--- src/rtl/uart_axil_stream_bridge_if.sv ---
// Bus bundle for the UART bridge: AXI4-Lite slave side, byte streams, irq.
// Ports: uart_axi_* AW/W/B/AR/R channels, tx_*/rx_* streams, uart_irq.
interface uart_axil_stream_bridge_if;
    logic [12:0] uart_axi_awaddr;
    logic        uart_axi_awvalid;
    logic        uart_axi_awready;
    logic [31:0] uart_axi_wdata;
    logic [3:0]  uart_axi_wstrb;
    logic        uart_axi_wvalid;
    logic        uart_axi_wready;
    logic [1:0]  uart_axi_bresp;
    logic        uart_axi_bvalid;
    logic        uart_axi_bready;
    logic [12:0] uart_axi_araddr;
    logic        uart_axi_arvalid;
    logic        uart_axi_arready;
    logic [31:0] uart_axi_rdata;
    logic [1:0]  uart_axi_rresp;
    logic        uart_axi_rvalid;
    logic        uart_axi_rready;
    logic [7:0]  tx_data;
    logic        tx_valid;
    logic        tx_ready;
    logic [7:0]  rx_data;
    logic        rx_valid;
    logic        rx_ready;
    logic        uart_irq;

    modport slave (
        input  uart_axi_awaddr, uart_axi_awvalid,
        output uart_axi_awready,
        input  uart_axi_wdata, uart_axi_wstrb, uart_axi_wvalid,
        output uart_axi_wready,
        output uart_axi_bresp, uart_axi_bvalid,
        input  uart_axi_bready,
        input  uart_axi_araddr, uart_axi_arvalid,
        output uart_axi_arready,
        output uart_axi_rdata, uart_axi_rresp, uart_axi_rvalid,
        input  uart_axi_rready,
        output tx_data, tx_valid,
        input  tx_ready,
        input  rx_data, rx_valid,
        output rx_ready,
        output uart_irq
    );

    modport master (
        output uart_axi_awaddr, uart_axi_awvalid,
        input  uart_axi_awready,
        output uart_axi_wdata, uart_axi_wstrb, uart_axi_wvalid,
        input  uart_axi_wready,
        input  uart_axi_bresp, uart_axi_bvalid,
        output uart_axi_bready,
        output uart_axi_araddr, uart_axi_arvalid,
        input  uart_axi_arready,
        input  uart_axi_rdata, uart_axi_rresp, uart_axi_rvalid,
        output uart_axi_rready,
        input  tx_data, tx_valid,
        output tx_ready,
        output rx_data, rx_valid,
        input  rx_ready,
        input  uart_irq
    );
endinterface

--- src/rtl/uart_axil_stream_bridge.sv ---
// AXI4-Lite 16550-subset UART window at 0x1000 bridging to byte streams.
// Ports: sys_clk, sys_rst_n (async, active-low), bus (slave modport).
module uart_axil_stream_bridge #(
    parameter int FIFO_DEPTH = 16
) (
    input logic                       sys_clk,
    input logic                       sys_rst_n,
    uart_axil_stream_bridge_if.slave  bus
);
    localparam int AW = $clog2(FIFO_DEPTH);
    localparam int PW = AW + 1;

    localparam logic [10:0] A_RBR = 11'h400;
    localparam logic [10:0] A_IER = 11'h401;
    localparam logic [10:0] A_IIR = 11'h402;
    localparam logic [10:0] A_LSR = 11'h405;
    localparam logic [10:0] A_SCR = 11'h407;

    logic [PW-1:0] rx_wptr_q, rx_wptr_d;
    logic [PW-1:0] rx_rptr_q, rx_rptr_d;
    logic [PW-1:0] tx_wptr_q, tx_wptr_d;
    logic [PW-1:0] tx_rptr_q, tx_rptr_d;
    logic [7:0]    rx_mem_q [FIFO_DEPTH];
    logic [7:0]    tx_mem_q [FIFO_DEPTH];
    logic [1:0]    ier_q, ier_d;
    logic [7:0]    scr_q, scr_d;
    logic          oe_q, oe_d;
    logic          bvalid_q, bvalid_d;
    logic          rvalid_q, rvalid_d;
    logic [7:0]    rdata_q, rdata_d;
    logic          irq_q, irq_d;

    logic          wr_fire, rd_fire;
    logic [10:0]   wr_word, rd_word;
    logic          rx_empty, rx_full;
    logic          tx_empty, tx_full;
    logic          rx_push, rx_pop;
    logic          tx_push, tx_pop;
    logic          thr_wr;
    logic [7:0]    rx_head;
    logic [7:0]    lsr;
    logic [7:0]    iir;
    logic [7:0]    rd_byte;
    logic          unused_bits;

    assign wr_word = bus.uart_axi_awaddr[12:2];
    assign rd_word = bus.uart_axi_araddr[12:2];

    assign wr_fire = bus.uart_axi_awvalid & bus.uart_axi_wvalid & ~bvalid_q;
    assign rd_fire = bus.uart_axi_arvalid & ~rvalid_q;

    assign rx_empty = (rx_wptr_q == rx_rptr_q);
    assign rx_full  = (rx_wptr_q[AW] != rx_rptr_q[AW]) &&
                      (rx_wptr_q[AW-1:0] == rx_rptr_q[AW-1:0]);
    assign tx_empty = (tx_wptr_q == tx_rptr_q);
    assign tx_full  = (tx_wptr_q[AW] != tx_rptr_q[AW]) &&
                      (tx_wptr_q[AW-1:0] == tx_rptr_q[AW-1:0]);

    assign rx_head = rx_mem_q[rx_rptr_q[AW-1:0]];

    // A pop frees a slot in the same cycle, so a push to a full FIFO
    // still lands when it coincides with a pop.
    assign rx_pop  = rd_fire & (rd_word == A_RBR) & ~rx_empty;
    assign rx_push = bus.rx_valid & (~rx_full | rx_pop);

    assign tx_pop  = ~tx_empty & bus.tx_ready;
    assign thr_wr  = wr_fire & (wr_word == A_RBR) & bus.uart_axi_wstrb[0];
    assign tx_push = thr_wr & (~tx_full | tx_pop);

    assign lsr = {1'b0, tx_empty, tx_empty, 3'b000, oe_q, ~rx_empty};

    always_comb begin
        iir = 8'hC1;
        if (ier_q[0] && !rx_empty) begin
            iir = 8'hC4;
        end else if (ier_q[1] && tx_empty) begin
            iir = 8'hC2;
        end
    end

    always_comb begin
        rd_byte = 8'h00;
        case (rd_word)
            A_RBR:   rd_byte = rx_empty ? 8'h00 : rx_head;
            A_IER:   rd_byte = {6'b0, ier_q};
            A_IIR:   rd_byte = iir;
            A_LSR:   rd_byte = lsr;
            A_SCR:   rd_byte = scr_q;
            default: rd_byte = 8'h00;
        endcase
    end

    always_comb begin
        rx_wptr_d = rx_wptr_q;
        rx_rptr_d = rx_rptr_q;
        tx_wptr_d = tx_wptr_q;
        tx_rptr_d = tx_rptr_q;
        ier_d     = ier_q;
        scr_d     = scr_q;
        oe_d      = oe_q;
        bvalid_d  = bvalid_q;
        rvalid_d  = rvalid_q;
        rdata_d   = rdata_q;
        irq_d     = (ier_q[0] & ~rx_empty) | (ier_q[1] & tx_empty);

        if (rx_push) rx_wptr_d = rx_wptr_q + PW'(1);
        if (rx_pop)  rx_rptr_d = rx_rptr_q + PW'(1);
        if (tx_push) tx_wptr_d = tx_wptr_q + PW'(1);
        if (tx_pop)  tx_rptr_d = tx_rptr_q + PW'(1);

        if (wr_fire && bus.uart_axi_wstrb[0]) begin
            if (wr_word == A_IER) ier_d = bus.uart_axi_wdata[1:0];
            if (wr_word == A_SCR) scr_d = bus.uart_axi_wdata[7:0];
        end

        // Clear-on-read first, so a new overrun in the same cycle wins.
        if (rd_fire && rd_word == A_LSR) oe_d = 1'b0;
        if (bus.rx_valid && rx_full && !rx_pop) oe_d = 1'b1;

        if (bvalid_q && bus.uart_axi_bready) bvalid_d = 1'b0;
        if (wr_fire) bvalid_d = 1'b1;

        if (rvalid_q && bus.uart_axi_rready) rvalid_d = 1'b0;
        if (rd_fire) begin
            rvalid_d = 1'b1;
            rdata_d  = rd_byte;
        end
    end

    always_ff @(posedge sys_clk or negedge sys_rst_n) begin
        if (!sys_rst_n) begin
            rx_wptr_q <= '0;
            rx_rptr_q <= '0;
            tx_wptr_q <= '0;
            tx_rptr_q <= '0;
            ier_q     <= '0;
            scr_q     <= '0;
            oe_q      <= 1'b0;
            bvalid_q  <= 1'b0;
            rvalid_q  <= 1'b0;
            rdata_q   <= '0;
            irq_q     <= 1'b0;
        end else begin
            rx_wptr_q <= rx_wptr_d;
            rx_rptr_q <= rx_rptr_d;
            tx_wptr_q <= tx_wptr_d;
            tx_rptr_q <= tx_rptr_d;
            ier_q     <= ier_d;
            scr_q     <= scr_d;
            oe_q      <= oe_d;
            bvalid_q  <= bvalid_d;
            rvalid_q  <= rvalid_d;
            rdata_q   <= rdata_d;
            irq_q     <= irq_d;
        end
    end

    // Storage needs no reset; the pointers define what is valid.
    always_ff @(posedge sys_clk) begin
        if (rx_push) rx_mem_q[rx_wptr_q[AW-1:0]] <= bus.rx_data;
    end

    always_ff @(posedge sys_clk) begin
        if (tx_push) tx_mem_q[tx_wptr_q[AW-1:0]] <= bus.uart_axi_wdata[7:0];
    end

    assign bus.uart_axi_awready = wr_fire;
    assign bus.uart_axi_wready  = wr_fire;
    assign bus.uart_axi_bresp   = 2'b00;
    assign bus.uart_axi_bvalid  = bvalid_q;
    assign bus.uart_axi_arready = ~rvalid_q;
    assign bus.uart_axi_rdata   = {24'h0, rdata_q};
    assign bus.uart_axi_rresp   = 2'b00;
    assign bus.uart_axi_rvalid  = rvalid_q;
    assign bus.tx_data          = tx_mem_q[tx_rptr_q[AW-1:0]];
    assign bus.tx_valid         = ~tx_empty;
    assign bus.rx_ready         = 1'b1;
    assign bus.uart_irq         = irq_q;

    assign unused_bits = ^{bus.uart_axi_awaddr[1:0], bus.uart_axi_araddr[1:0],
                           bus.uart_axi_wdata[31:8], bus.uart_axi_wstrb[3:1]};
endmodule

--- src/flat_wrapper.sv ---
// flat-port wrapper written by rule: the top's interface ports become plain ports
module uart_axil_stream_bridge_flat 
#(
    parameter int FIFO_DEPTH = 16
)
  (sys_clk, sys_rst_n, bus_uart_axi_awaddr, bus_uart_axi_awvalid, bus_uart_axi_awready, bus_uart_axi_wdata, bus_uart_axi_wstrb, bus_uart_axi_wvalid, bus_uart_axi_wready, bus_uart_axi_bresp, bus_uart_axi_bvalid, bus_uart_axi_bready, bus_uart_axi_araddr, bus_uart_axi_arvalid, bus_uart_axi_arready, bus_uart_axi_rdata, bus_uart_axi_rresp, bus_uart_axi_rvalid, bus_uart_axi_rready, bus_tx_data, bus_tx_valid, bus_tx_ready, bus_rx_data, bus_rx_valid, bus_rx_ready, bus_uart_irq);
  uart_axil_stream_bridge_if bus_i ();
  input logic sys_clk;
  input logic sys_rst_n;
  input wire logic [$bits(bus_i.uart_axi_awaddr)-1:0] bus_uart_axi_awaddr;
  input wire logic [$bits(bus_i.uart_axi_awvalid)-1:0] bus_uart_axi_awvalid;
  output wire logic [$bits(bus_i.uart_axi_awready)-1:0] bus_uart_axi_awready;
  input wire logic [$bits(bus_i.uart_axi_wdata)-1:0] bus_uart_axi_wdata;
  input wire logic [$bits(bus_i.uart_axi_wstrb)-1:0] bus_uart_axi_wstrb;
  input wire logic [$bits(bus_i.uart_axi_wvalid)-1:0] bus_uart_axi_wvalid;
  output wire logic [$bits(bus_i.uart_axi_wready)-1:0] bus_uart_axi_wready;
  output wire logic [$bits(bus_i.uart_axi_bresp)-1:0] bus_uart_axi_bresp;
  output wire logic [$bits(bus_i.uart_axi_bvalid)-1:0] bus_uart_axi_bvalid;
  input wire logic [$bits(bus_i.uart_axi_bready)-1:0] bus_uart_axi_bready;
  input wire logic [$bits(bus_i.uart_axi_araddr)-1:0] bus_uart_axi_araddr;
  input wire logic [$bits(bus_i.uart_axi_arvalid)-1:0] bus_uart_axi_arvalid;
  output wire logic [$bits(bus_i.uart_axi_arready)-1:0] bus_uart_axi_arready;
  output wire logic [$bits(bus_i.uart_axi_rdata)-1:0] bus_uart_axi_rdata;
  output wire logic [$bits(bus_i.uart_axi_rresp)-1:0] bus_uart_axi_rresp;
  output wire logic [$bits(bus_i.uart_axi_rvalid)-1:0] bus_uart_axi_rvalid;
  input wire logic [$bits(bus_i.uart_axi_rready)-1:0] bus_uart_axi_rready;
  output wire logic [$bits(bus_i.tx_data)-1:0] bus_tx_data;
  output wire logic [$bits(bus_i.tx_valid)-1:0] bus_tx_valid;
  input wire logic [$bits(bus_i.tx_ready)-1:0] bus_tx_ready;
  input wire logic [$bits(bus_i.rx_data)-1:0] bus_rx_data;
  input wire logic [$bits(bus_i.rx_valid)-1:0] bus_rx_valid;
  output wire logic [$bits(bus_i.rx_ready)-1:0] bus_rx_ready;
  output wire logic [$bits(bus_i.uart_irq)-1:0] bus_uart_irq;
  assign bus_i.uart_axi_awaddr = bus_uart_axi_awaddr;
  assign bus_i.uart_axi_awvalid = bus_uart_axi_awvalid;
  assign bus_uart_axi_awready = bus_i.uart_axi_awready;
  assign bus_i.uart_axi_wdata = bus_uart_axi_wdata;
  assign bus_i.uart_axi_wstrb = bus_uart_axi_wstrb;
  assign bus_i.uart_axi_wvalid = bus_uart_axi_wvalid;
  assign bus_uart_axi_wready = bus_i.uart_axi_wready;
  assign bus_uart_axi_bresp = bus_i.uart_axi_bresp;
  assign bus_uart_axi_bvalid = bus_i.uart_axi_bvalid;
  assign bus_i.uart_axi_bready = bus_uart_axi_bready;
  assign bus_i.uart_axi_araddr = bus_uart_axi_araddr;
  assign bus_i.uart_axi_arvalid = bus_uart_axi_arvalid;
  assign bus_uart_axi_arready = bus_i.uart_axi_arready;
  assign bus_uart_axi_rdata = bus_i.uart_axi_rdata;
  assign bus_uart_axi_rresp = bus_i.uart_axi_rresp;
  assign bus_uart_axi_rvalid = bus_i.uart_axi_rvalid;
  assign bus_i.uart_axi_rready = bus_uart_axi_rready;
  assign bus_tx_data = bus_i.tx_data;
  assign bus_tx_valid = bus_i.tx_valid;
  assign bus_i.tx_ready = bus_tx_ready;
  assign bus_i.rx_data = bus_rx_data;
  assign bus_i.rx_valid = bus_rx_valid;
  assign bus_rx_ready = bus_i.rx_ready;
  assign bus_uart_irq = bus_i.uart_irq;
  uart_axil_stream_bridge #(.FIFO_DEPTH(FIFO_DEPTH)) u_core (.sys_clk(sys_clk), .sys_rst_n(sys_rst_n), .bus(bus_i));
endmodule
--- config.mk ---
export PLATFORM = sky130hd
export DESIGN_NAME = uart_axil_stream_bridge_flat
export DESIGN_NICKNAME = d
export VERILOG_FILES = /design/src/rtl/uart_axil_stream_bridge_if.sv /design/src/rtl/uart_axil_stream_bridge.sv /design/src/flat_wrapper.sv
export SDC_FILE = /design/constraint.sdc
export NUM_CORES = 1
export LEC_CHECK = 0
export ABC_AREA = 1
export CORE_UTILIZATION = 52
export DETAILED_ROUTE_END_ITERATION = 8
export PLACE_DENSITY = 0.77
export SYNTH_ARGS = -nofsm -noshare
export SYNTH_HDL_FRONTEND = slang
export SYNTH_SLANG_ARGS = --single-unit
--- constraint.sdc ---
create_clock -name sys_clk -period 2.2 [get_ports sys_clk]
set_input_delay 0.44 -clock sys_clk [delete_from_list [all_inputs] [get_ports sys_clk]]
set_output_delay 0.44 -clock sys_clk [all_outputs]
set_load 0.005 [all_outputs]
**Word-level counts from Yosys, hierarchy flattened**

Memory sizes are Yosys's and may differ from the RTL's.
Index checks and enable logic that the tools add are counted.

- $add $sub $neg: 4
- Equality and inequality tests: 14
- Mux-type cells: 14
- Bitwise operators: 21
- Reductions and logical operators: 17

Operator list:

| kind | number |
|---|---|
| 11-bit equality test (second input constant) | 8 |
| 8-bit one-hot mux with 5 select lines | 1 |
| 5-bit by 1-bit adder with 5-bit output (second input constant) | 4 |
| 1-bit AND | 12 |
| 5-bit equality test | 2 |
| 1-bit logical AND | 10 |
| 1-bit two-way mux | 10 |
| 4-bit equality test | 2 |
| 8-bit two-way mux | 1 |
| 1-bit NOT | 6 |
| 2-bit nonzero test | 3 |
| 2-bit AND reduction | 2 |
| 3-bit two-way mux | 1 |
| 1-bit OR | 3 |
| 1-bit logical NOT | 2 |
| 2-bit two-way mux | 1 |
| 1-bit inequality test | 2 |

- Register bits: 42
- Memory bits (writable): 256
- Memories kept: 2

Memory list:

| name | depth | bits a word | read ports | clocked after Yosys merged registers in | wr ports | RTL line | source |
|---|---|---|---|---|---|---|---|
| u_core.rx_mem_q | 16 | 8 | 1 | 0 | 1 | uart_axil_stream_bridge.sv:23 | `logic [7:0] rx_mem_q [FIFO_DEPTH];` |
| u_core.tx_mem_q | 16 | 8 | 1 | 0 | 1 | uart_axil_stream_bridge.sv:24 | `logic [7:0] tx_mem_q [FIFO_DEPTH];` |

**Longest topological paths before layout**

Gate-level depths: netlist of run 1.

- Depth in word-level cells: 8
- Depth in mapped cells: 14
- Gate-level depth less buffers: 13

**Least setup slack after synthesis of run 1**

Ideal clock, no wire load.

- Path type: input-to-reg
- Start point: input bus_uart_axi_araddr[4]
- End point: memory u_core.rx_mem_q[5][0], enable pin
- Arrival: 1875 ps
- Slack: -58 ps
- Stages: 10
- Path buffers: 1
- Path through: nor2_4 nand2_1 nor2_2 nand3_2 nor2_4 nand2_4 nand2_2 nand2_2 buf_2 nor3_1

- Word-level cells in the longest chain between the ends: 7

RTL lines:

| what | RTL line | source |
|---|---|---|
| from (decl) | flat_wrapper.sv:20 | `input wire logic [$bits(bus_i.uart_axi_araddr)-1:0] bus_uart_axi_araddr;` |
| 11-bit equality test | uart_axil_stream_bridge.sv:63 | `assign rx_pop = rd_fire & (rd_word == A_RBR) & ~rx_empty;` |
| 1-bit AND (2 in series) | uart_axil_stream_bridge.sv:63 |  |
| 1-bit OR | uart_axil_stream_bridge.sv:64 | `assign rx_push = bus.rx_valid & (~rx_full \| rx_pop);` |
| 1-bit AND | uart_axil_stream_bridge.sv:64 |  |
| 1-bit two-way mux | uart_axil_stream_bridge.sv:160 | `if (rx_push) rx_mem_q[rx_wptr_q[AW-1:0]] <= bus.rx_data;` |
| 1-bit two-way mux (implied by the code) | uart_axil_stream_bridge.sv:160 |  |
| to (decl) | uart_axil_stream_bridge.sv:23 |  |

No other way between the ends.

**Worst setup path after layout of run 1**

- Start point: register u_core.tx_rptr_q[0]
- End point: output bus_tx_data[1]

- Word-level cells in the longest chain between the ends: 1

RTL lines:

| what | RTL line | source |
|---|---|---|
| from (decl) | uart_axil_stream_bridge.sv:22 | `logic [PW-1:0] tx_rptr_q, tx_rptr_d;` |
| from (signal assigned) | uart_axil_stream_bridge.sv:147 | `tx_rptr_q <= tx_rptr_d;` |
| memory 16 x 8 bit | n/a |  |
| to (decl) | flat_wrapper.sv:27 | `output wire logic [$bits(bus_i.tx_data)-1:0] bus_tx_data;` |

No other way between the ends.

==> PnR_summary.wiki, run 1 <==
{| class="wikitable"
! Metric !! Value
|-
| Share of the clock period used by the worst path after layout || 122%
|-
| Pwr/cell area || 1040 mW/mm^2
|-
| Unrepaired setup endpoints after global routing || true
|-
| Final ANT Viol Nets || 0
|-
| Initial cell density of the core || 53.4%
|-
| Max Slew Vio Count || 0
|-
| First-pass detailed-route iteration total || 8
|-
| Syn. warnings || 0
|-
| Async set-reset flop share out of synthesis || 14.1%
|-
| Post-route cell area || 0.0163 mm^2
|-
| Clk buf depth || 3
|-
| Maximum frequency from static timing analysis || 374 MHz
|-
| Dominant cell type by area after synthesis || sky130_fd_sc_hd__edfxtp_1
|-
| Leading cell type by number of instances after synthesis || sky130_fd_sc_hd__edfxtp_1
|-
| CTS sink cnt || 298
|-
| Maximum VDD drop || 0.950 mV
|-
| Maximum clock skew at final layout || 15.2 ps
|-
| Worst Path Max Fanout || 6
|-
| Vias per std cell || 5.61
|-
| CTS H-tree lvls || 1
|-
| TritonCTS clock tree || yes
|-
| Hpwl dp || 20000 um
|-
| Synth area leaders || sky130_fd_sc_hd__edfxtp_1, sky130_fd_sc_hd__dfrtp_1, sky130_fd_sc_hd__nand2_1
|-
| Number of max-capacitance violations reported || 0
|-
| Number of inserted diodes || 0
|-
| Number of global-route vias before repair || 9591
|-
| Total clock buffers created by CTS || 31
|-
| Arrival time reported for the critical path endpoint || 2240 ps
|-
| Layout-stage area growth over the synthesis result || 24.6%
|-
| Die Footprint || 0.0258 mm^2
|-
| Share of the synthesized area in the top cell type || 58.8%
|-
| Leakage || 6.41 nW
|-
| Most frequent cells after synthesis || sky130_fd_sc_hd__edfxtp_1, sky130_fd_sc_hd__nand2_1, sky130_fd_sc_hd__nor2_1, sky130_fd_sc_hd__o21ai_0, sky130_fd_sc_hd__inv_1
|-
| Die Height || 161 um
|-
| EDFF count, synth || 256
|-
| Wire length per cell || 19.3 um
|-
| Antenna violations before repair || 0
|-
| Critical path data required time || 1760 ps
|-
| Result of the run || complete, but fails checks
|-
| Dominant synthesized flop cell || sky130_fd_sc_hd__edfxtp_1
|-
| Start point of the critical path || u_core.tx_rptr_q[0]
|-
| Final weighted congestion in routability-driven placement || 0.869
|-
| Worst hold path class || in -> async
|-
| Final worst path period need || 2680 ps
|-
| Global-route wire length before repair || 50600 um
|-
| Syn avg cell area || 10.8 um^2
|-
| Type of the setup path with the least slack || reg -> out
|-
| Post-synthesis sequential element count || 298
|-
| All-Layer GR Usage || 25.5%
|-
| Number of hold violations in the final report || 0
|-
| Summed instance area of the synthesized netlist || 0.0131 mm^2
|-
| Tightest Pin Transition || 763 ps
|-
| Startpoint types || flop
|-
| Final net count || 1469
|-
| Seq/Total Area, Yosys || 66.8%
|-
| Distinct cell type count of the synthesized netlist || 38
|-
| Fraction of final layout cells with drive strength greater than 1 || 18.9%
|-
| Failing checks || negative setup slack
|-
| Floorplan Core Area || 0.0245 mm^2
|-
| Maximum number of pins on one net before global-route repair || 37
|-
| Clock root cell || sky130_fd_sc_hd__clkbuf_16
|-
| Detailed-route DRC error count || 0
|-
| Cell Area, Placed || 0.0146 mm^2
|-
| R2R Path Start || u_core.tx_rptr_q[0]
|-
| Chip Width || 161 um
|-
| Clock transition time at the flip-flop clock pins of the worst setup and hold paths || 60 ps
|-
| Starting DRC count in detailed routing || 1025
|-
| Total number of vias || 9705
|-
| Worst skew pair latency || 560 ps
|-
| I/O pin total || 131
|-
| Relative max-transition margin || 49.0%
|-
| Number of instances in the synthesized netlist || 1207
|-
| Port-buffer cells || 70
|-
| Total grt overflow || 0
|-
| Fin util || 66.6%
|-
| Least setup slack across all paths after layout || -475 ps
|-
| Setup Viol. Count Final || 9
|-
| Detailed Route WL || 33300 um
|-
| Total number of placement rows || 57
|-
| Worst setup EP type || output port
|}
## path summary, 6_finish.rpt
kind / endpoint / slack (ps) / cells after the start
max: bus_tx_data[1] / -480 / 9
min: u_core.tx_wptr_q[4] / 400 / 2
max reg2reg: u_core.tx_mem_q[1][6] / 20 / 13
min reg2reg: u_core.rdata_q[2] / 480 / 2
max in group asynchronous: u_core.rx_rptr_q[0] / 1190 / 3
min in group sys_clk: u_core.bus.uart_axi_rvalid / 460 / 2
## power breakdown
group	internal, W	switching [W]	total, W
registers	0.00650	0.000221	0.00672
logic	0.00217	0.00278	0.00495
clock network	0.00318	0.00214	0.00531
## critical path, cell delays in order, from the launching register on
cell and delay [ps]:
sky130_fd_sc_hd__dfrtp_2 410, sky130_fd_sc_hd__inv_6 70, sky130_fd_sc_hd__buf_6 130, sky130_fd_sc_hd__buf_12 140, sky130_fd_sc_hd__buf_8 130, sky130_fd_sc_hd__o21ai_0 270, sky130_fd_sc_hd__o22ai_1 150, sky130_fd_sc_hd__nand2_1 160
sky130_fd_sc_hd__nand3_2 100, sky130_fd_sc_hd__buf_2 130
## cell usage in the layout (no fill, tap or decap), drive strengths merged, types with 20 or more instances in the layout
master	synthesis	routed
clkbuf	24	45
nor2	177	177
conb	2	29
dfrtp	42	42
o22ai	20	20
edfxtp	256	256
o21ai	115	115
nand2	241	241
buf	55	130
nand3	87	87
clkdlybuf4s50	0	58
inv	94	96
## cells by family (layout without fill, tap and decap cells)
family          after synthesis  after routing  synth area share (%)
simple gates                534            534                  17.1
flops                       298            298                  66.8
buf+inv                     176            347                  6.30
compound gates              165            165                  7.11
xor+xnor                     16             16                  1.13
fa+ha+maj                    10             10                 0.957
mux                           6              6                 0.517
other cells                   2             29                0.0574
## flip-flops by register name, indices dropped and copies added, names as in the netlist
name                        count
u_core.bus.uart_axi_rvalid      1
u_core.tx_wptr_q                5
u_core.bus.uart_axi_bvalid      1
u_core.tx_rptr_q                5
u_core.rx_mem_q               128
u_core.bus.uart_irq             1
u_core.scr_q                    8
u_core.oe_q                     1
u_core.tx_mem_q               128
u_core.ier_q                    2
u_core.rx_wptr_q                5
u_core.rdata_q                  8
u_core.rx_rptr_q                5
## layout make-up
type / count / area (um^2)
clock buffers: 45 / 898
clock inverters: 13 / 148
fillers: 1722 / 8180
inverters: 97 / 377
multi-input cells: 760 / 3810
flip-flops and latches: 298 / 8750
well taps: 324 / 405
repair buffers: 192 / 1900
## through the flow
| stage | TNS [ps] | worst slack (ps) | cells | hold slack [ps] | power [W] |
|---|---|---|---|---|---|
| 3_3_place_gp | -40620 | -245 | 1642 | 389 | 0.0104 |
| 3_5_place_dp | -48820 | -277 | 1642 | 396 | 0.0105 |
| 4_1_cts | -3060 | -367 | 1727 | 377 | 0.0167 |
| 2_1_floorplan | -4980 | -58.2 | 1234 | 144 | 0.00886 |
| 5_1_grt | -6130 | -529 | 1729 | 413 | 0.0175 |
| 6_report | -3140 | -475 | 1729 | 403 | 0.0170 |
## repair_timing
| item | in CTS | in global routing |
|---|---|---|
| pin swaps | 36 | 7 |
| gates cloned | 5 | 0 |
| hold buffers | 1 | 0 |
| buffers inserted | 22 | 3 |
| hold endpoints to repair | 13 | 0 |
| gates resized for setup | 131 | 39 |
| endpoints found under the setup margin | 107 | 137 |
## metal layers
metal	wire [um]	global-route usage (%)	part of all wire (%)	vias up
met5	0	0	0	-
met4	1380	12.1	4.2	0
met3	2690	3.00	8.1	101
met2	16300	43.3	49	538
met1	12900	32.9	39	4632
li1	-	-	-	4434
No activity file was read; power rests on OpenSTA's default activity.
==> run 2: changes to the inputs <==
--- a/config.mk
+++ b/config.mk
@@ -7,6 +7,7 @@
 export LEC_CHECK = 0
 export ABC_AREA = 1
 export CORE_UTILIZATION = 52
+export CTS_BUF_LIST = sky130_fd_sc_hd__clkbuf_4 sky130_fd_sc_hd__clkbuf_8 sky130_fd_sc_hd__clkbuf_16
 export DETAILED_ROUTE_END_ITERATION = 8
 export PLACE_DENSITY = 0.77
 export SYNTH_ARGS = -nofsm -noshare
==> run 2 against run 1 <==
The flow still finishes with violations (negative setup slack). Non-clock buffer count down 2. Via count down 1.5%. Design area up 0.48%. First-iteration DRC count down 4.0%. Power up 0.11%. Critical path depth unchanged. Clock power up 1%. Sequential share of layout area down 0.26 points. Highest routed layer unchanged. Critical path type unchanged. Combinational power down 1%.
==> PnR_summary.wiki, run 2 (synthesized netlist as in run 1, its figures left out) <==
{| class="wikitable"
! Metric !! Value
|-
| Chip Width || 161 um (unchanged)
|-
| Number of inserted diodes || 0 (unchanged)
|-
| Total power draw || 0.0170 W (about the same)
|-
| Final worst path period need || 2630 ps (was 2680 ps)
|-
| Number of global-route vias before repair || 9588 (was 9591)
|-
| Failing checks || negative setup slack (unchanged)
|-
| Proportion of power drawn by flip-flops and latches || 39.5% (was 39.6%)
|-
| Switching power || 0.00515 W (was 0.00514 W)
|-
| Leakage || 6.39 nW (was 6.41 nW)
|-
| Most common library cell in the layout ignoring fill and taps || sky130_fd_sc_hd__edfxtp_1 (unchanged)
|-
| Maximum clock skew at final layout || 13.3 ps (was 15.2 ps)
|-
| Final net count || 1467 (was 1469)
|-
| Startpoint types || flop (unchanged)
|-
| Final weighted congestion in routability-driven placement || 0.869 (unchanged)
|-
| Least setup slack across all paths after layout || -428 ps (was -475 ps)
|-
| Number of hold violations in the final report || 0 (unchanged)
|-
| Arrival time reported for the critical path endpoint || 2190 ps (was 2240 ps)
|-
| Floorplan Core Area || 0.0245 mm^2 (unchanged)
|-
| Maximum VDD drop || 0.958 mV (was 0.950 mV)
|-
| Worst hold path class || in -> async (unchanged)
|-
| Total number of vias || 9559 (was 9705)
|-
| Initial cell density of the core || 53.4% (unchanged)
|-
| All-Layer GR Usage || 25.6% (was 25.5%)
|-
| Critical path data required time || 1760 ps (about the same)
|-
| Die Height || 161 um (unchanged)
|-
| Final ANT Viol Nets || 0 (unchanged)
|-
| Proportion of power drawn by combinational gates || 28.8% (was 29.2%)
|-
| TritonCTS clock tree || yes (unchanged)
|-
| CTS H-tree lvls || 1 (unchanged)
|-
| Detailed-route DRC error count || 0 (unchanged)
|-
| Detailed Route WL || 33200 um (was 33300 um)
|-
| Internal power summed over all cells || 0.0118 W (about the same)
|-
| Share of the clock period used by the worst path after layout || 119% (was 122%)
|-
| Total number of placement rows || 57 (unchanged)
|-
| CTS sink cnt || 298 (unchanged)
|-
| Sw Ratio || 30.3% (about the same)
|-
| Wire length per cell || 19.2 um (was 19.3 um)
|-
| Worst skew pair latency || 550 ps (was 560 ps)
|-
| Maximum frequency from static timing analysis || 380 MHz (was 374 MHz)
|-
| Fraction of final layout cells with drive strength greater than 1 || 20.2% (was 18.9%)
|-
| Number of max-capacitance violations reported || 0 (unchanged)
|-
| Hpwl dp || 20000 um (unchanged)
|-
| Type of the setup path with the least slack || reg -> out (unchanged)
|-
| Starting DRC count in detailed routing || 984 (was 1025)
|-
| Global-route wire length before repair || 50700 um (was 50600 um)
|-
| Result of the run || complete, but fails checks (unchanged)
|-
| Clock transition time at the flip-flop clock pins of the worst setup and hold paths || 60 ps (about the same)
|-
| I/O pin total || 131 (unchanged)
|-
| Highest-count cells in the layout ignoring fill and taps || sky130_fd_sc_hd__edfxtp_1, sky130_fd_sc_hd__nand2_1, sky130_fd_sc_hd__nor2_1 (unchanged)
|-
| Unrepaired setup endpoints after global routing || true (unchanged)
|-
| Pre-CTS WS || -277 ps (unchanged)
|-
| Part of the power in the clock network || 31.6% (was 31.3%)
|-
| Layout-stage area growth over the synthesis result || 25.2% (was 24.6%)
|-
| Pwr/cell area || 1040 mW/mm^2 (about the same)
|-
| Port-buffer cells || 70 (unchanged)
|-
| Worst setup EP type || output port (unchanged)
|-
| Tightest Pin Transition || 762 ps (was 763 ps)
|-
| Total clock buffers created by CTS || 31 (unchanged)
|-
| Clock root cell || sky130_fd_sc_hd__clkbuf_16 (unchanged)
|-
| First-pass detailed-route iteration total || 6 (was 8)
|-
| Max Slew Vio Count || 0 (unchanged)
|-
| Vias per std cell || 5.54 (was 5.61)
|-
| Antenna violations before repair || 0 (unchanged)
|-
| Total grt overflow || 0 (unchanged)
|-
| Clk buf depth || 3 (unchanged)
|-
| Relative max-transition margin || 49.0% (about the same)
|-
| Worst Path Max Fanout || 12 (was 6)
|-
| Setup Viol. Count Final || 9 (unchanged)
|-
| Die Footprint || 0.0258 mm^2 (unchanged)
|-
| Maximum number of pins on one net before global-route repair || 41 (was 37)
|}
[run 2: worst paths after layout]
check                                          from                    endpoint  slack [ps]  cells past startpoint
worst max register to register  u_core.tx_rptr_q[0]       u_core.tx_mem_q[8][3]          50                     13
worst min-delay path                      sys_rst_n         u_core.rx_wptr_q[1]         400                      2
worst max-delay path            u_core.tx_rptr_q[0]              bus_tx_data[3]        -430                      9
worst min register to register    u_core.rdata_q[2]           u_core.rdata_q[2]         480                      2
min in group sys_clk            bus_uart_axi_rready  u_core.bus.uart_axi_rvalid         450                      2
max in group asynchronous                 sys_rst_n         u_core.rx_rptr_q[0]        1210                      3
[run 2: repair_timing]
item	CTS	global route
cloned	4	0
endpoints found under the setup margin	115	146
gates resized for setup	118	57
endpoints found under the hold margin	13	0
pin swaps	40	14
hold buffers	1	0
setup buffers	19	6
[run 2: metrics by stage]
stage | instances | util, % | hold slack (ps) | area (um^2) | TNS, ps
final | 1727 | 66.9 | 400 | 16400 | -3040
after global routing | 1727 | 66.9 | 415 | 16400 | -4810
after CTS | 1723 | 65.9 | 378 | 16100 | -2770
after detailed placement | 1642 | 59.7 | 396 | 14600 | -48820
after global placement | 1642 | 59.7 | 389 | 14600 | -40620
after floorplan | 1234 | - | 144 | 13200 | -4980
[run 2: worst max-delay path, cell delays in order, from the launching register on]
cell and delay, ps:
sky130_fd_sc_hd__dfrtp_2 440, sky130_fd_sc_hd__inv_6 80, sky130_fd_sc_hd__buf_12 130, sky130_fd_sc_hd__buf_16 140, sky130_fd_sc_hd__buf_4 130, sky130_fd_sc_hd__o21ai_1 220
sky130_fd_sc_hd__o221ai_2 150, sky130_fd_sc_hd__nand3_1 120, sky130_fd_sc_hd__nand3_1 90, sky130_fd_sc_hd__buf_2 140
[run 2: layout make-up]
cell class	count	area, um^2
flip-flops and latches	298	8750
fillers	1690	8100
repair buffers	190	1850
clock inverters	13	148
well taps	324	405
clock buffers	45	925
inverters	97	380
multi-input cells	760	3910
[run 2: power groups by stage]
stage	combinational, W	clock, W	sequential (W)
after CTS	0.00452	0.00539	0.00670
final	0.00490	0.00538	0.00672
after global routing	0.00522	0.00563	0.00674
after detailed placement	0.00372	0	0.00680
after global placement	0.00364	0	0.00679
after floorplan	0.00212	0	0.00674
[run 2: layer usage]
metal / track usage (%) / vias up / wire (um)
met5: 0 / - / 0
met2: 43.4 / 486 / 16700
met1: 32.3 / 4545 / 12700
li1: - / 4433 / -
met4: 12.6 / 0 / 1420
met3: 3.67 / 95 / 2360
==> run 3: changes to the inputs <==
--- a/config.mk
+++ b/config.mk
@@ -6,10 +6,12 @@
 export NUM_CORES = 1
 export LEC_CHECK = 0
 export ABC_AREA = 1
+export CORE_MARGIN = 8
 export CORE_UTILIZATION = 52
 export CTS_BUF_LIST = sky130_fd_sc_hd__clkbuf_4 sky130_fd_sc_hd__clkbuf_8 sky130_fd_sc_hd__clkbuf_16
 export DETAILED_ROUTE_END_ITERATION = 8
 export PLACE_DENSITY = 0.77
+export SKIP_LAST_GASP = 1
 export SYNTH_ARGS = -nofsm -noshare
 export SYNTH_HDL_FRONTEND = slang
 export SYNTH_SLANG_ARGS = --single-unit
==> run 3 against run 2 <==
The run still ends with negative setup slack left. Utilization shrank 1.7 points. Fmax grew 1.8%. Register-to-register slack lost 140 ps. Sequential cell count is the same. Worst setup slack gained 46 ps. First-iteration DRC count shrank 1.3%. Via count grew 0.80%. Critical path depth shrank 2. Clock skew shrank 4.8 ps. Die area grew 18%. Sequential power is essentially flat. Critical endpoint is now bus_tx_data[4]. Highest routed layer unchanged.
==> PnR_summary.wiki, run 3 (synthesized netlist as in run 1, its figures left out) <==
{| class="wikitable"
! Metric !! Value
|-
| Result of the run || complete, but fails checks (unchanged)
|-
| Failing checks || negative setup slack (unchanged)
|-
| Total number of vias || 9635 (was 9559)
|-
| Most heavily used metal layer in global routing || met2 (unchanged)
|-
| Largest delay contributor family on the critical path || compound AO/OA/AOI/OAI gates (was buffers and inverters)
|-
| Final non-filler cell total || 1723 (was 1727)
|-
| Worst path buffer plus inverter count || 3 (was 5)
|-
| Register area || 0.00874 mm^2 (was 0.00875 mm^2)
|-
| Global-route wire length before repair || 50700 um (about the same)
|-
| CTS H-tree lvls || 1 (unchanged)
|-
| Clk buf depth || 3 (unchanged)
|-
| Worst reg-to-reg path cell count || 13 (unchanged)
|-
| Cell count after placement || 1645 (was 1642)
|-
| Maximum VDD drop || 0.971 mV (was 0.958 mV)
|-
| Initial cell density of the core || 52.4% (was 53.4%)
|-
| Maximum number of pins on one net before global-route repair || 66 (was 41)
|-
| Clock transition time at the flip-flop clock pins of the worst setup and hold paths || 60 ps (about the same)
|-
| Die Footprint || 0.0305 mm^2 (was 0.0258 mm^2)
|-
| Share of the clock period used by the worst path after layout || 117% (was 119%)
|-
| Antenna violations before repair || 0 (unchanged)
|-
| Leakage || 6.35 nW (was 6.39 nW)
|-
| CTS sink cnt || 298 (unchanged)
|-
| Chip Width || 175 um (was 161 um)
|-
| Area taken by multi-input logic gates || 0.00391 mm^2 (about the same)
|-
| Floorplan Core Area || 0.0250 mm^2 (was 0.0245 mm^2)
|-
| Relative max-transition margin || 50.1% (was 49.0%)
|-
| Unrepaired setup endpoints after global routing || true (unchanged)
|-
| First-pass detailed-route iteration total || 6 (unchanged)
|-
| Number of global-route vias before repair || 9424 (was 9588)
|-
| Number of inserted diodes || 0 (unchanged)
|-
| Clock root cell || sky130_fd_sc_hd__clkbuf_16 (unchanged)
|-
| Total power draw || 0.0168 W (was 0.0170 W)
|-
| Starting DRC count in detailed routing || 971 (was 984)
|-
| Die Height || 175 um (was 161 um)
|-
| Critical path depth in cells || 7 (was 9)
|-
| Hpwl dp || 20200 um (was 20000 um)
|-
| Vias per std cell || 5.59 (was 5.54)
|-
| TritonCTS clock tree || yes (unchanged)
|-
| Layout-stage area growth over the synthesis result || 24.5% (was 25.2%)
|-
| All-Layer GR Usage || 20.8% (was 25.6%)
|-
| Number of cells traversed by the worst hold path || 2
|-
| Setup Viol. Count Final || 137 (was 9)
|-
| Worst skew pair latency || 540 ps (was 550 ps)
|-
| Detailed Route WL || 33200 um (about the same)
|-
| Number of max-capacitance violations reported || 0 (unchanged)
|-
| Total number of placement rows || 58 (was 57)
|-
| Most common library cell in the layout ignoring fill and taps || sky130_fd_sc_hd__edfxtp_1 (unchanged)
|-
| Final net count || 1459 (was 1467)
|-
| Slowest cell delay on critical path || 440 ps (about the same)
|-
| Number of hold violations in the final report || 0 (unchanged)
|-
| Critical Path, Cell by Cell || buf_8 > buf_12 > o21ai_2 > o22ai_2 > o211ai_1 > nand3_1 > buf_2 (was inv_6 > buf_12 > buf_16 > buf_4 > o21ai_1 > o221ai_2 > nand3_1 > nand3_1 > buf_2)
|-
| Detailed-route DRC error count || 0 (unchanged)
|-
| Arrival time reported for the critical path endpoint || 2140 ps (was 2190 ps)
|-
| Maximum clock skew at final layout || 8.56 ps (was 13.3 ps)
|-
| Fraction of final layout cells with drive strength greater than 1 || 19.0% (was 20.2%)
|-
| Final ANT Viol Nets || 0 (unchanged)
|-
| Aggregate negative setup slack || -10490 ps (was -3040 ps)
|-
| Total clock buffers created by CTS || 29 (was 31)
|-
| Worst hold path class || in -> reg (was in -> async)
|-
| Global-route track usage on met3 || 3.06% (was 3.67%)
|-
| Type of the setup path with the least slack || reg -> out (unchanged)
|-
| Startpoint types || flop (unchanged)
|-
| Final weighted congestion in routability-driven placement || 0.833 (was 0.869)
|-
| Fraction of met1 tracks used by global routing || 26.1% (was 32.3%)
|-
| Total grt overflow || 0 (unchanged)
|-
| Count of fill cells added during filler insertion || 1789 (was 1690)
|-
| Least setup slack across all paths after layout || -382 ps (was -428 ps)
|-
| Port-buffer cells || 70 (unchanged)
|-
| Fin util || 65.2% (was 66.9%)
|-
| Final worst path period need || 2580 ps (was 2630 ps)
|-
| I/O pin total || 131 (unchanged)
|-
| Critical path data required time || 1760 ps (about the same)
|-
| Wire length per cell || 19.3 um (was 19.2 um)
|-
| Met2 Track Usage GR || 35.7% (was 43.4%)
|-
| Highest-count cells in the layout ignoring fill and taps || sky130_fd_sc_hd__edfxtp_1, sky130_fd_sc_hd__nand2_1, sky130_fd_sc_hd__nor2_1 (unchanged)
|-
| Tightest Pin Transition || 746 ps (was 762 ps)
|-
| Max Slew Vio Count || 0 (unchanged)
|-
| Max stage delay cell, worst path || sky130_fd_sc_hd__dfrtp_2 (unchanged)
|-
| Worst setup EP type || output port (unchanged)
|-
| Worst Path Max Fanout || 5 (was 12)
|-
| Maximum frequency from static timing analysis || 387 MHz (was 380 MHz)
|-
| Pwr/cell area || 1030 mW/mm^2 (was 1040 mW/mm^2)
|}
-- run 3: final timing paths --
check	startpoint	to	slack, ps
worst max-delay path	u_core.tx_rptr_q[0]	bus_tx_data[4]	-380
worst min-delay path	bus_uart_axi_rready	u_core.bus.uart_axi_rvalid	470
worst max register to register	u_core.tx_rptr_q[0]	u_core.tx_mem_q[4][1]	-90
worst min register to register	u_core.rdata_q[0]	u_core.rdata_q[0]	490
max in group asynchronous	sys_rst_n	u_core.scr_q[3]	1090
min in group asynchronous	sys_rst_n	u_core.tx_rptr_q[1]	500
-- run 3: power breakdown --
group | internal (W) | switching (W) | total, W
clock network | 0.00294 | 0.00206 | 0.00500
logic | 0.00217 | 0.00293 | 0.00510
registers | 0.00649 | 0.000200 | 0.00669
-- run 3: worst reg2reg max path, cell delays in order, from the launching register on --
cell and delay, ps:
sky130_fd_sc_hd__dfrtp_2 440, sky130_fd_sc_hd__inv_4 90, sky130_fd_sc_hd__buf_4 190, sky130_fd_sc_hd__buf_8 160
sky130_fd_sc_hd__nand2_1 100, sky130_fd_sc_hd__nand2_4 90, sky130_fd_sc_hd__nor2_4 40, sky130_fd_sc_hd__buf_4 130
sky130_fd_sc_hd__nand3_1 110, sky130_fd_sc_hd__nand2_2 120, sky130_fd_sc_hd__inv_4 100, sky130_fd_sc_hd__nand2_2 110
sky130_fd_sc_hd__nor2_2 160, sky130_fd_sc_hd__buf_6 170
-- run 3: final cells by class --
cell class | instances | area share, %
Clock buffer | 38 | 4.95
Clock inverter | 16 | 1.03
Inverter | 97 | 2.28
Multi-Input combinational cell | 760 | 24.0
Sequential cell | 298 | 53.7
Tap cell | 330 | 2.54
Timing Repair Buffer | 184 | 11.5
-- run 3: routing by layer --
metal	wire, um	vias to the layer above
met1	12800	4642
met3	2540	86
met4	1190	0
met5	0	-
li1	-	4404
met2	16600	503
-- run 3: repair_timing --
| item | 4_1_cts | 5_1_grt |
|---|---|---|
| resized for setup | 118 | 50 |
| gates cloned | 5 | 5 |
| pin swaps | 36 | 30 |
| hold buffers | 1 | 0 |
| hold endpoints to repair | 23 | 0 |
| setup endpoints to repair | 139 | 137 |
| buffers inserted | 13 | 3 |
-- run 3: through the flow --
| stage | hold slack (ps) | cell area (um^2) | setup slack (ps) |
|---|---|---|---|
| floorplan | 144 | 13200 | -58.2 |
| global placement | 466 | 14600 | -232 |
| detailed placement | 479 | 14600 | -291 |
| CTS | 453 | 16000 | -399 |
| global route | 485 | 16300 | -452 |
| finish | 469 | 16300 | -382 |
